===== config.mk =====
export PLATFORM = sky130hd
export DESIGN_NAME = reg_select_encode_flat
export DESIGN_NICKNAME = d
export VERILOG_FILES = /design/src/rtl/reg_select_encode_if.sv /design/src/rtl/reg_select_encode.sv /design/src/flat_wrapper.sv
export SDC_FILE = /design/constraint.sdc
export NUM_CORES = 1
export LEC_CHECK = 0
export BUFFER_PORTS_ARGS = -buffer_cell sky130_fd_sc_hd__buf_2
export CELL_PAD_IN_SITES_DETAIL_PLACEMENT = 0
export CELL_PAD_IN_SITES_GLOBAL_PLACEMENT = 2
export CORE_UTILIZATION = 29
export DETAILED_ROUTE_END_ITERATION = 8
export GPL_TIMING_DRIVEN = 0
export PLACE_DENSITY_LB_ADDON = 0.12
export RECOVER_POWER = 25
export SYNTH_ARGS = -nofsm -noshare
export SYNTH_HDL_FRONTEND = slang
export SYNTH_SLANG_ARGS = --single-unit
export TNS_END_PERCENT = 100

===== constraint.sdc =====
create_clock -name clock -period 1.7 [get_ports clock]
set_clock_uncertainty 0.05 [all_clocks]
set_input_delay 0.085 -clock clock [delete_from_list [all_inputs] [get_ports clock]]
set_output_delay 0.085 -clock clock [all_outputs]
set_load 0.02 [all_outputs]

===== src/rtl/reg_select_encode_if.sv =====
// ============================================================================
// Module      : reg_select_encode_if
// Description : Control-unit to select/encode bus; controls in, register-file
//               enables and status out.
// Revision    : 1.0
// ============================================================================
`default_nettype none

interface reg_select_encode_if #(
    parameter int NREGS = 16,
    parameter int IR_W  = 32
);
    localparam int c_IDX_W = $clog2(NREGS);

    logic                ir_load;
    logic [IR_W-1:0]     IRin;
    logic                Gra;
    logic                Grb;
    logic                Grc;
    logic                Rin;
    logic                Rout;
    logic                BAout;
    logic                pend_set;
    logic                pend_clr;
    logic [c_IDX_W-1:0]  pend_idx;

    logic [NREGS-1:0]    registersIn;
    logic [NREGS-1:0]    registersOut;
    logic                r0_zero;
    logic [IR_W-1:0]     CsignExt;
    logic                stall;
    logic                sel_err;

    modport master (
        output ir_load, IRin, Gra, Grb, Grc, Rin, Rout, BAout,
               pend_set, pend_clr, pend_idx,
        input  registersIn, registersOut, r0_zero, CsignExt, stall, sel_err
    );

    modport slave (
        input  ir_load, IRin, Gra, Grb, Grc, Rin, Rout, BAout,
               pend_set, pend_clr, pend_idx,
        output registersIn, registersOut, r0_zero, CsignExt, stall, sel_err
    );
endinterface

`default_nettype wire


===== src/rtl/reg_select_encode.sv =====
// ============================================================================
// Module      : reg_select_encode
// Description : Registered select-and-encode with write-pending scoreboard.
//               Scoreboard built only when SELENC_SCOREBOARD_EN is defined.
// Revision    : 1.0
// ============================================================================
`default_nettype none

module reg_select_encode #(
    parameter int NREGS  = 16,
    parameter int IR_W   = 32,
    parameter int RA_LSB = 23,
    parameter int RB_LSB = 19,
    parameter int RC_LSB = 15,
    parameter int C_W    = 19
) (
    input  wire                  clock,
    input  wire                  clear,
    reg_select_encode_if.slave   bus
);
    localparam int c_IDX_W = $clog2(NREGS);

    logic [IR_W-1:0]    r_ir;
    logic [NREGS-1:0]   r_regs_in;
    logic [NREGS-1:0]   r_regs_out;
    logic               r_r0_zero;
    logic               r_stall;
    logic               r_sel_err;

    logic [c_IDX_W-1:0] w_ra;
    logic [c_IDX_W-1:0] w_rb;
    logic [c_IDX_W-1:0] w_rc;
    logic [c_IDX_W-1:0] w_sel;
    logic               w_multi;
    logic               w_valid;
    logic               w_rd;
    logic [NREGS-1:0]   w_dec;
    logic               w_stall_next;
    logic [NREGS-1:0]   w_regs_in_next;
    logic [NREGS-1:0]   w_regs_out_next;
    logic               w_r0_zero_next;

    always_ff @(posedge clock or negedge clear) begin
        if (!clear) begin
            r_ir <= '0;
        end else if (bus.ir_load) begin
            r_ir <= bus.IRin;
        end
    end

    assign w_ra = r_ir[RA_LSB +: c_IDX_W];
    assign w_rb = r_ir[RB_LSB +: c_IDX_W];
    assign w_rc = r_ir[RC_LSB +: c_IDX_W];

    assign w_multi = (bus.Gra & bus.Grb) | (bus.Gra & bus.Grc) | (bus.Grb & bus.Grc);
    assign w_valid = (bus.Gra | bus.Grb | bus.Grc) & ~w_multi;
    assign w_rd    = bus.Rout | bus.BAout;

    always_comb begin
        w_sel = '0;
        if (bus.Gra) begin
            w_sel = w_ra;
        end else if (bus.Grb) begin
            w_sel = w_rb;
        end else if (bus.Grc) begin
            w_sel = w_rc;
        end
    end

    always_comb begin
        w_dec = '0;
        for (int i = 0; i < NREGS; i++) begin
            w_dec[i] = w_valid && (w_sel == c_IDX_W'(i));
        end
    end

`ifdef SELENC_SCOREBOARD_EN
    logic [NREGS-1:0] r_pend;
    logic [NREGS-1:0] w_pend_next;

    // Clear is applied first so a same-index set overrides it.
    always_comb begin
        w_pend_next = r_pend;
        if (bus.pend_clr) begin
            w_pend_next[bus.pend_idx] = 1'b0;
        end
        if (bus.pend_set && w_valid) begin
            w_pend_next[w_sel] = 1'b1;
        end
    end

    always_ff @(posedge clock or negedge clear) begin
        if (!clear) begin
            r_pend <= '0;
        end else begin
            r_pend <= w_pend_next;
        end
    end

    assign w_stall_next = w_rd && w_valid && r_pend[w_sel];
`else
    wire w_unused_pend = ^{bus.pend_set, bus.pend_clr, bus.pend_idx};
    assign w_stall_next = 1'b0;
`endif

    // Invalid selections already yield an all-zero w_dec.
    assign w_regs_in_next  = w_dec & {NREGS{bus.Rin}};
    assign w_regs_out_next = w_stall_next ? '0 : (w_dec & {NREGS{w_rd}});
    assign w_r0_zero_next  = bus.BAout && w_valid && (w_sel == '0) && !w_stall_next;

    always_ff @(posedge clock or negedge clear) begin
        if (!clear) begin
            r_regs_in  <= '0;
            r_regs_out <= '0;
            r_r0_zero  <= 1'b0;
            r_stall    <= 1'b0;
            r_sel_err  <= 1'b0;
        end else begin
            r_regs_in  <= w_regs_in_next;
            r_regs_out <= w_regs_out_next;
            r_r0_zero  <= w_r0_zero_next;
            r_stall    <= w_stall_next;
            r_sel_err  <= r_sel_err | w_multi;
        end
    end

    wire w_unused_ir = ^r_ir;

    assign bus.registersIn  = r_regs_in;
    assign bus.registersOut = r_regs_out;
    assign bus.r0_zero      = r_r0_zero;
    assign bus.stall        = r_stall;
    assign bus.sel_err      = r_sel_err;
    assign bus.CsignExt     = {{(IR_W-C_W){r_ir[C_W-1]}}, r_ir[C_W-1:0]};

endmodule

`default_nettype wire


===== src/flat_wrapper.sv =====
// flat-port wrapper written by rule: the top's interface ports become plain ports
module reg_select_encode_flat 
#(
    parameter int NREGS  = 16,
    parameter int IR_W   = 32,
    parameter int RA_LSB = 23,
    parameter int RB_LSB = 19,
    parameter int RC_LSB = 15,
    parameter int C_W    = 19
)
  (clock, clear, bus_ir_load, bus_IRin, bus_Gra, bus_Grb, bus_Grc, bus_Rin, bus_Rout, bus_BAout, bus_pend_set, bus_pend_clr, bus_pend_idx, bus_registersIn, bus_registersOut, bus_r0_zero, bus_CsignExt, bus_stall, bus_sel_err);
  reg_select_encode_if #(.NREGS(NREGS), .IR_W(IR_W)) bus_i ();
  input  wire clock;
  input  wire clear;
  input wire logic [$bits(bus_i.ir_load)-1:0] bus_ir_load;
  input wire logic [$bits(bus_i.IRin)-1:0] bus_IRin;
  input wire logic [$bits(bus_i.Gra)-1:0] bus_Gra;
  input wire logic [$bits(bus_i.Grb)-1:0] bus_Grb;
  input wire logic [$bits(bus_i.Grc)-1:0] bus_Grc;
  input wire logic [$bits(bus_i.Rin)-1:0] bus_Rin;
  input wire logic [$bits(bus_i.Rout)-1:0] bus_Rout;
  input wire logic [$bits(bus_i.BAout)-1:0] bus_BAout;
  input wire logic [$bits(bus_i.pend_set)-1:0] bus_pend_set;
  input wire logic [$bits(bus_i.pend_clr)-1:0] bus_pend_clr;
  input wire logic [$bits(bus_i.pend_idx)-1:0] bus_pend_idx;
  output wire logic [$bits(bus_i.registersIn)-1:0] bus_registersIn;
  output wire logic [$bits(bus_i.registersOut)-1:0] bus_registersOut;
  output wire logic [$bits(bus_i.r0_zero)-1:0] bus_r0_zero;
  output wire logic [$bits(bus_i.CsignExt)-1:0] bus_CsignExt;
  output wire logic [$bits(bus_i.stall)-1:0] bus_stall;
  output wire logic [$bits(bus_i.sel_err)-1:0] bus_sel_err;
  assign bus_i.ir_load = bus_ir_load;
  assign bus_i.IRin = bus_IRin;
  assign bus_i.Gra = bus_Gra;
  assign bus_i.Grb = bus_Grb;
  assign bus_i.Grc = bus_Grc;
  assign bus_i.Rin = bus_Rin;
  assign bus_i.Rout = bus_Rout;
  assign bus_i.BAout = bus_BAout;
  assign bus_i.pend_set = bus_pend_set;
  assign bus_i.pend_clr = bus_pend_clr;
  assign bus_i.pend_idx = bus_pend_idx;
  assign bus_registersIn = bus_i.registersIn;
  assign bus_registersOut = bus_i.registersOut;
  assign bus_r0_zero = bus_i.r0_zero;
  assign bus_CsignExt = bus_i.CsignExt;
  assign bus_stall = bus_i.stall;
  assign bus_sel_err = bus_i.sel_err;
  reg_select_encode #(.NREGS(NREGS), .IR_W(IR_W), .RA_LSB(RA_LSB), .RB_LSB(RB_LSB), .RC_LSB(RC_LSB), .C_W(C_W)) u_core (.clock(clock), .clear(clear), .bus(bus_i));
endmodule

# Word level (Yosys, flattened, before mapping)
# Index checks and enable logic that the tools add are counted.
[classes]
eq_ne = 15
muxes = 3
bitwise_logic = 13
n_reduce_logical = 19
[op_table]
columns = ["operator", "n"]
rows = [
  ["16-bit bitwise AND", 2],
  ["4-bit == test (second input constant)", 8],
  ["1-bit logical AND", 18],
  ["4-bit by 3-bit == test with 1-bit output (second input constant)", 4],
  ["4-bit 2-to-1 mux", 3],
  ["4-bit by 2-bit == test with 1-bit output (second input constant)", 2],
  ["1-bit bitwise OR", 6],
  ["1-bit bitwise AND", 4],
  ["4-bit by 1-bit == test with 1-bit output (second input constant)", 1],
  ["4-bit logical NOT", 1],
  ["1-bit inverter", 1],
]
[word_totals]
register_bits = 61
output_inout_bits = 67

# Logic depth before layout (Yosys ltp)
[depth]
ltp_word = 7
ltp_mapped = 7
depth_no_buf = 4

# Worst setup path before layout
# No wires, ideal clock.
[synth_timing]
path_type = "register to register"
from = "reg u_core.r_ir[18]"
to = "reg u_core.r_regs_out[8], in the netlist u_core.bus.registersOut[8]"
setup_time_ps = 135
t_arrival_ps = 1247
t_required_ps = 1515
path_slack_ps = 268
stages_incl_launch_ff = 6
path_buffers = 1
period_less_slack_ps = 1432
cell_sequence = "dfrtp_1 nor4bb_1 or3_1 nand2b_1 buf_2 nor3_1"
[synth_between]
elab_chain_cells = 6
[synth_rtl]
columns = ["element", "line_no", "text"]
rows = [
  ["start, declared", "reg_select_encode.sv:23", "logic [IR_W-1:0] r_ir;"],
  ["start signal, assigned", "reg_select_encode.sv:47", "r_ir <= bus.IRin;"],
  ["4-bit 2-to-1 mux", "reg_select_encode.sv:65", "end else if (bus.Grc) begin"],
  ["4-bit 2-to-1 mux", "reg_select_encode.sv:63", "end else if (bus.Grb) begin"],
  ["4-bit 2-to-1 mux", "reg_select_encode.sv:61", "if (bus.Gra) begin"],
  ["4-bit == test", "reg_select_encode.sv:73", "w_dec[i] = w_valid && (w_sel == c_IDX_W'(i));"],
  ["1-bit logical AND", "reg_select_encode.sv:73", ""],
  ["16-bit bitwise AND", "reg_select_encode.sv:108", "assign w_regs_out_next = w_stall_next ? '0 : (w_dec & {NREGS{w_rd}});"],
  ["via u_core.w_regs_out_next[8]", "reg_select_encode.sv:40", "logic [NREGS-1:0] w_regs_out_next;"],
  ["end signal, assigned", "reg_select_encode.sv:120", "r_regs_out <= w_regs_out_next;"],
  ["end, declared", "reg_select_encode.sv:25", "logic [NREGS-1:0] r_regs_out;"],
]
# The timed path passes the listed nets, and every way through them passes these cells.
# A chain may end at the register's enable or synchronous reset.

# Worst setup path in the final report
[layout_timing]
from = "reg u_core.r_ir[18]"
to = "reg u_core.r_regs_out[9], in the netlist u_core.bus.registersOut[9]"
# The elaborated chain is that of the path after synthesis.

==> results.json <==
{
  "core_um2": 8763,
  "crit_family": "simple AND/OR/NAND/NOR gates",
  "p_leak_nw": 1.805,
  "dp_hpwl_mm": 4.118,
  "route.detailed.drc": 0,
  "syn_to_final_growth_pct": 41.83,
  "yosysSeqAreaShare": 0.5760,
  "tightest_slew_ns": 0.7527,
  "syn_inst": 216,
  "multi_input_area_um2": 794.5,
  "hold_viol_final": 0,
  "drt_iter0_drc": 20,
  "cts_buffer_depth": 2,
  "critPathBufInv": 1,
  "rsz0062_at_grt": "no",
  "placed_cells": 423,
  "r2r-end": "u_core.bus.registersOut[9]$_DFF_PN0_",
  "yosysTopAreaCell": "dfrtp_1",
  "clk_pin_slew_worst_paths_ns": 0.07,
  "slew_violations": 0,
  "synth_cell_types": 31,
  "register_area_um2": 1528,
  "final_layout_size_suffix_gt1_frac": 0.4583,
  "slowest_delay_ns": 0.51,
  "pre_cts_slack_ns": 0.01674,
  "clock-sinks": 61,
  "period_minus_slack_ns": 1.553,
  "setup_viol": 0,
  "reg2reg_setup_slack_ns": 0.15,
  "synth-edff-count": 0,
  "track_usage": 0.1311,
  "routedWlPerCell_um": 12.69,
  "cp.required_ns": 1.85,
  "synth_seq_cells": 61,
  "post-route-period-util": 0.9133,
  "peakVddDrop_mv": 0.3836,
  "via_count": 2000,
  "nets": 403,
  "synth_area_leaders": "dfrtp_1 (58%), mux2_2 (11%), buf_4 (9.6%), nor3_1 (3.8%), nand2_1 (1.7%)",
  "finalNonFillerCells": 468,
  "synthesis.area_um2": 2650,
  "worstPathMaxFanout": 17,
  "synth_most_common_cell": "dfrtp_1",
  "cts_tree": "built",
  "grt_antenna_before_repair": 0,
  "crit_arrival_ns": 1.70,
  "powerDensity_nw_per_um2": 948.3,
  "synthTopCellsByCount": "dfrtp_1 (61), buf_4 (34), mux2_2 (26)",
  "layout_setup_ws_ns": 0.1474,
  "grt_pass1_wl_mm": 9.646,
  "drv_cap": 0,
  "r2r-start": "u_core.r_ir[18]$_DFFE_PN0P_",
  "holdPathStages": 3,
  "synth_area_per_cell_um2": 12.27,
  "holdPathEnd": "u_core.bus.registersOut[2]$_DFF_PN0_",
  "grt_pass1_vias": 1909,
  "die-width_um": 97.60,
  "outcome": "complete, no violations",
  "maxSlewHeadroom": 0.4982,
  "die-height_um": 97.60,
  "num_antenna_cells": 0,
  "dr.pass1.iters": 4,
  "rows": 34,
  "clk_root_buffer_cell": "clkbuf_8",
  "avgViaCountPerCell": 4.274,
  "ys.flop_type": "dfrtp_1",
  "min_path_type": "in2reg",
  "portBuffers": 99,
  "worst_path_max_delay_cell": "dfrtp_2",
  "crit_chain": "nor4bb_1 > or3_1 > nand2b_1 > buf_2 > nor3_1",
  "ios": 114,
  "critPathKind": "reg2reg",
  "setup_tns_ns": 0,
  "reg2regPathDepth": 5,
  "fillers": 886,
  "endpoint_kind": "flop",
  "numCtsBuffers": 9,
  "synth_top_area_share": 0.5760,
  "clkLatencyLatePin_ns": 0.33,
  "routed_wl_mm": 5.940,
  "synth_warnings": 0,
  "ant_nets": 0,
  "die-area_um2": 9525,
  "worstHoldStart": "bus_Rout",
  "start_kind": "flop",
  "grt_overflow_total": 0,
  "fmax_ghz": 0.6441,
  "grt_max_degree": 62,
  "synth-async-reset-ratio": 1.000,
  "place_congestion": 0.7393,
  "start_util": 0.3024,
  "syn_nets": 263,
  "cts_setup_buffers": 0,
  "cts_max_level": 3
}
-- cell usage in the layout (no fill, tap or decap), types with 3 or more instances in the layout --
master         Yosys  final
buf_2              5     77
dfrtp_1           61     60
buf_4             34     35
dlygate4sd3_1      0     30
clkbuf_1           2     28
mux2_2            26     26
nor3_1            20     20
nand2_1           12     11
nor2_1            11     11
clkbuf_8           0     11
a21oi_1            5      5
nand3b_1           4      4
nor4bb_1           3      3
inv_1              3      3
nor4b_1            3      3
nor4_1             3      3
o21ai_0            3      3
-- sequential cells by signal, indices dropped and copies added, names as in the netlist --
register,cells
u_core.bus.r0_zero,1
u_core.bus.registersIn,16
u_core.bus.registersOut,16
u_core.bus.sel_err,1
u_core.r_ir,27
-- routing by layer --
metal | up-vias | routed length (µm) | track usage
li1 | 980 | - | -
met1 | 943 | 2758 | 0.1788
met2 | 64 | 2721 | 0.1883
met3 | 13 | 344 | 0.03957
met4 | 0 | 116 | 0.06448
met5 | - | 0 | 0
-- report_power, final --
part | internal (mW) | leakage, nW | total, mW | switching [mW]
Sequential | 1.53 | 0.784 | 1.58 | 0.0506
Clock | 0.743 | 0.101 | 1.29 | 0.545
Combinational | 0.338 | 0.920 | 0.696 | 0.358
Total | 2.61 | 1.80 | 3.56 | 0.954
-- stage by stage --
stage	total power, mW	cell area [µm²]	util	hold WS, ns
after floorplan	2.044	2650	-	-0.2606
after global placement	2.257	3281	0.3744	0.2461
after detailed placement	2.262	3281	0.3744	0.2561
after CTS	3.630	3772	0.4305	0.05037
after global routing	3.758	3759	0.4289	0.09262
final	3.564	3759	0.4289	0.07648
-- worst max path at each step --
stage / from / slack [ns] / endpoint / cells after the start
finish: u_core.r_ir[18]$_DFFE_PN0P_ / 0.15 / u_core.bus.registersOut[9]$_DFF_PN0_ / 5
CTS: u_core.r_ir[18]$_DFFE_PN0P_ / 0.03 / u_core.bus.registersOut[9]$_DFF_PN0_ / 5
floorplan: u_core.r_ir[18]$_DFFE_PN0P_ / 0.27 / u_core.bus.registersOut[8]$_DFF_PN0_ / 5
detailed placement: u_core.r_ir[18]$_DFFE_PN0P_ / 0.02 / u_core.bus.registersOut[15]$_DFF_PN0_ / 4
global route: u_core.r_ir[18]$_DFFE_PN0P_ / 0.04 / u_core.bus.registersOut[9]$_DFF_PN0_ / 5
global placement: u_core.r_ir[18]$_DFFE_PN0P_ / 0.03 / u_core.bus.registersOut[11]$_DFF_PN0_ / 4
-- final cells by class --
class	instances	share of cell area
flip-flops and latches	61	0.4065
repair buffers	129	0.2041
multi-input cells	108	0.2114
plain buffers	44	0.08622
clock inverters	4	0.01265
clock buffers	11	0.04028
inverters	3	0.002996
well taps	108	0.03595
-- cells by family (layout without fill, tap and decap cells) --
kind of cell,after synthesis,in the layout,share of synthesized area
DFF,61,61,0.5760
and+or+nand+nor,64,64,0.1388
muxes,26,26,0.1105
buffers and inverters,47,191,0.1270
AOI/OAI and AO/OA,16,16,0.04297
other,1,1,0.001415
xor gates and xnor gates,1,1,0.003306
-- timing repair --
action | CTS | global route
endpoints found under the hold margin | 30 | 61
hold buffers | 29 | 1
endpoints found under the setup margin | 1 | 24
gates resized for setup | 1 | 2
cloned | 0 | 0
-- tightest hold or removal path, cell delays in order --
cell and delay (ns):
buf_2 0.09, nor2_1 0.10, nor3_1 0.13
Note: power is estimated with default switching activity, not from simulation.
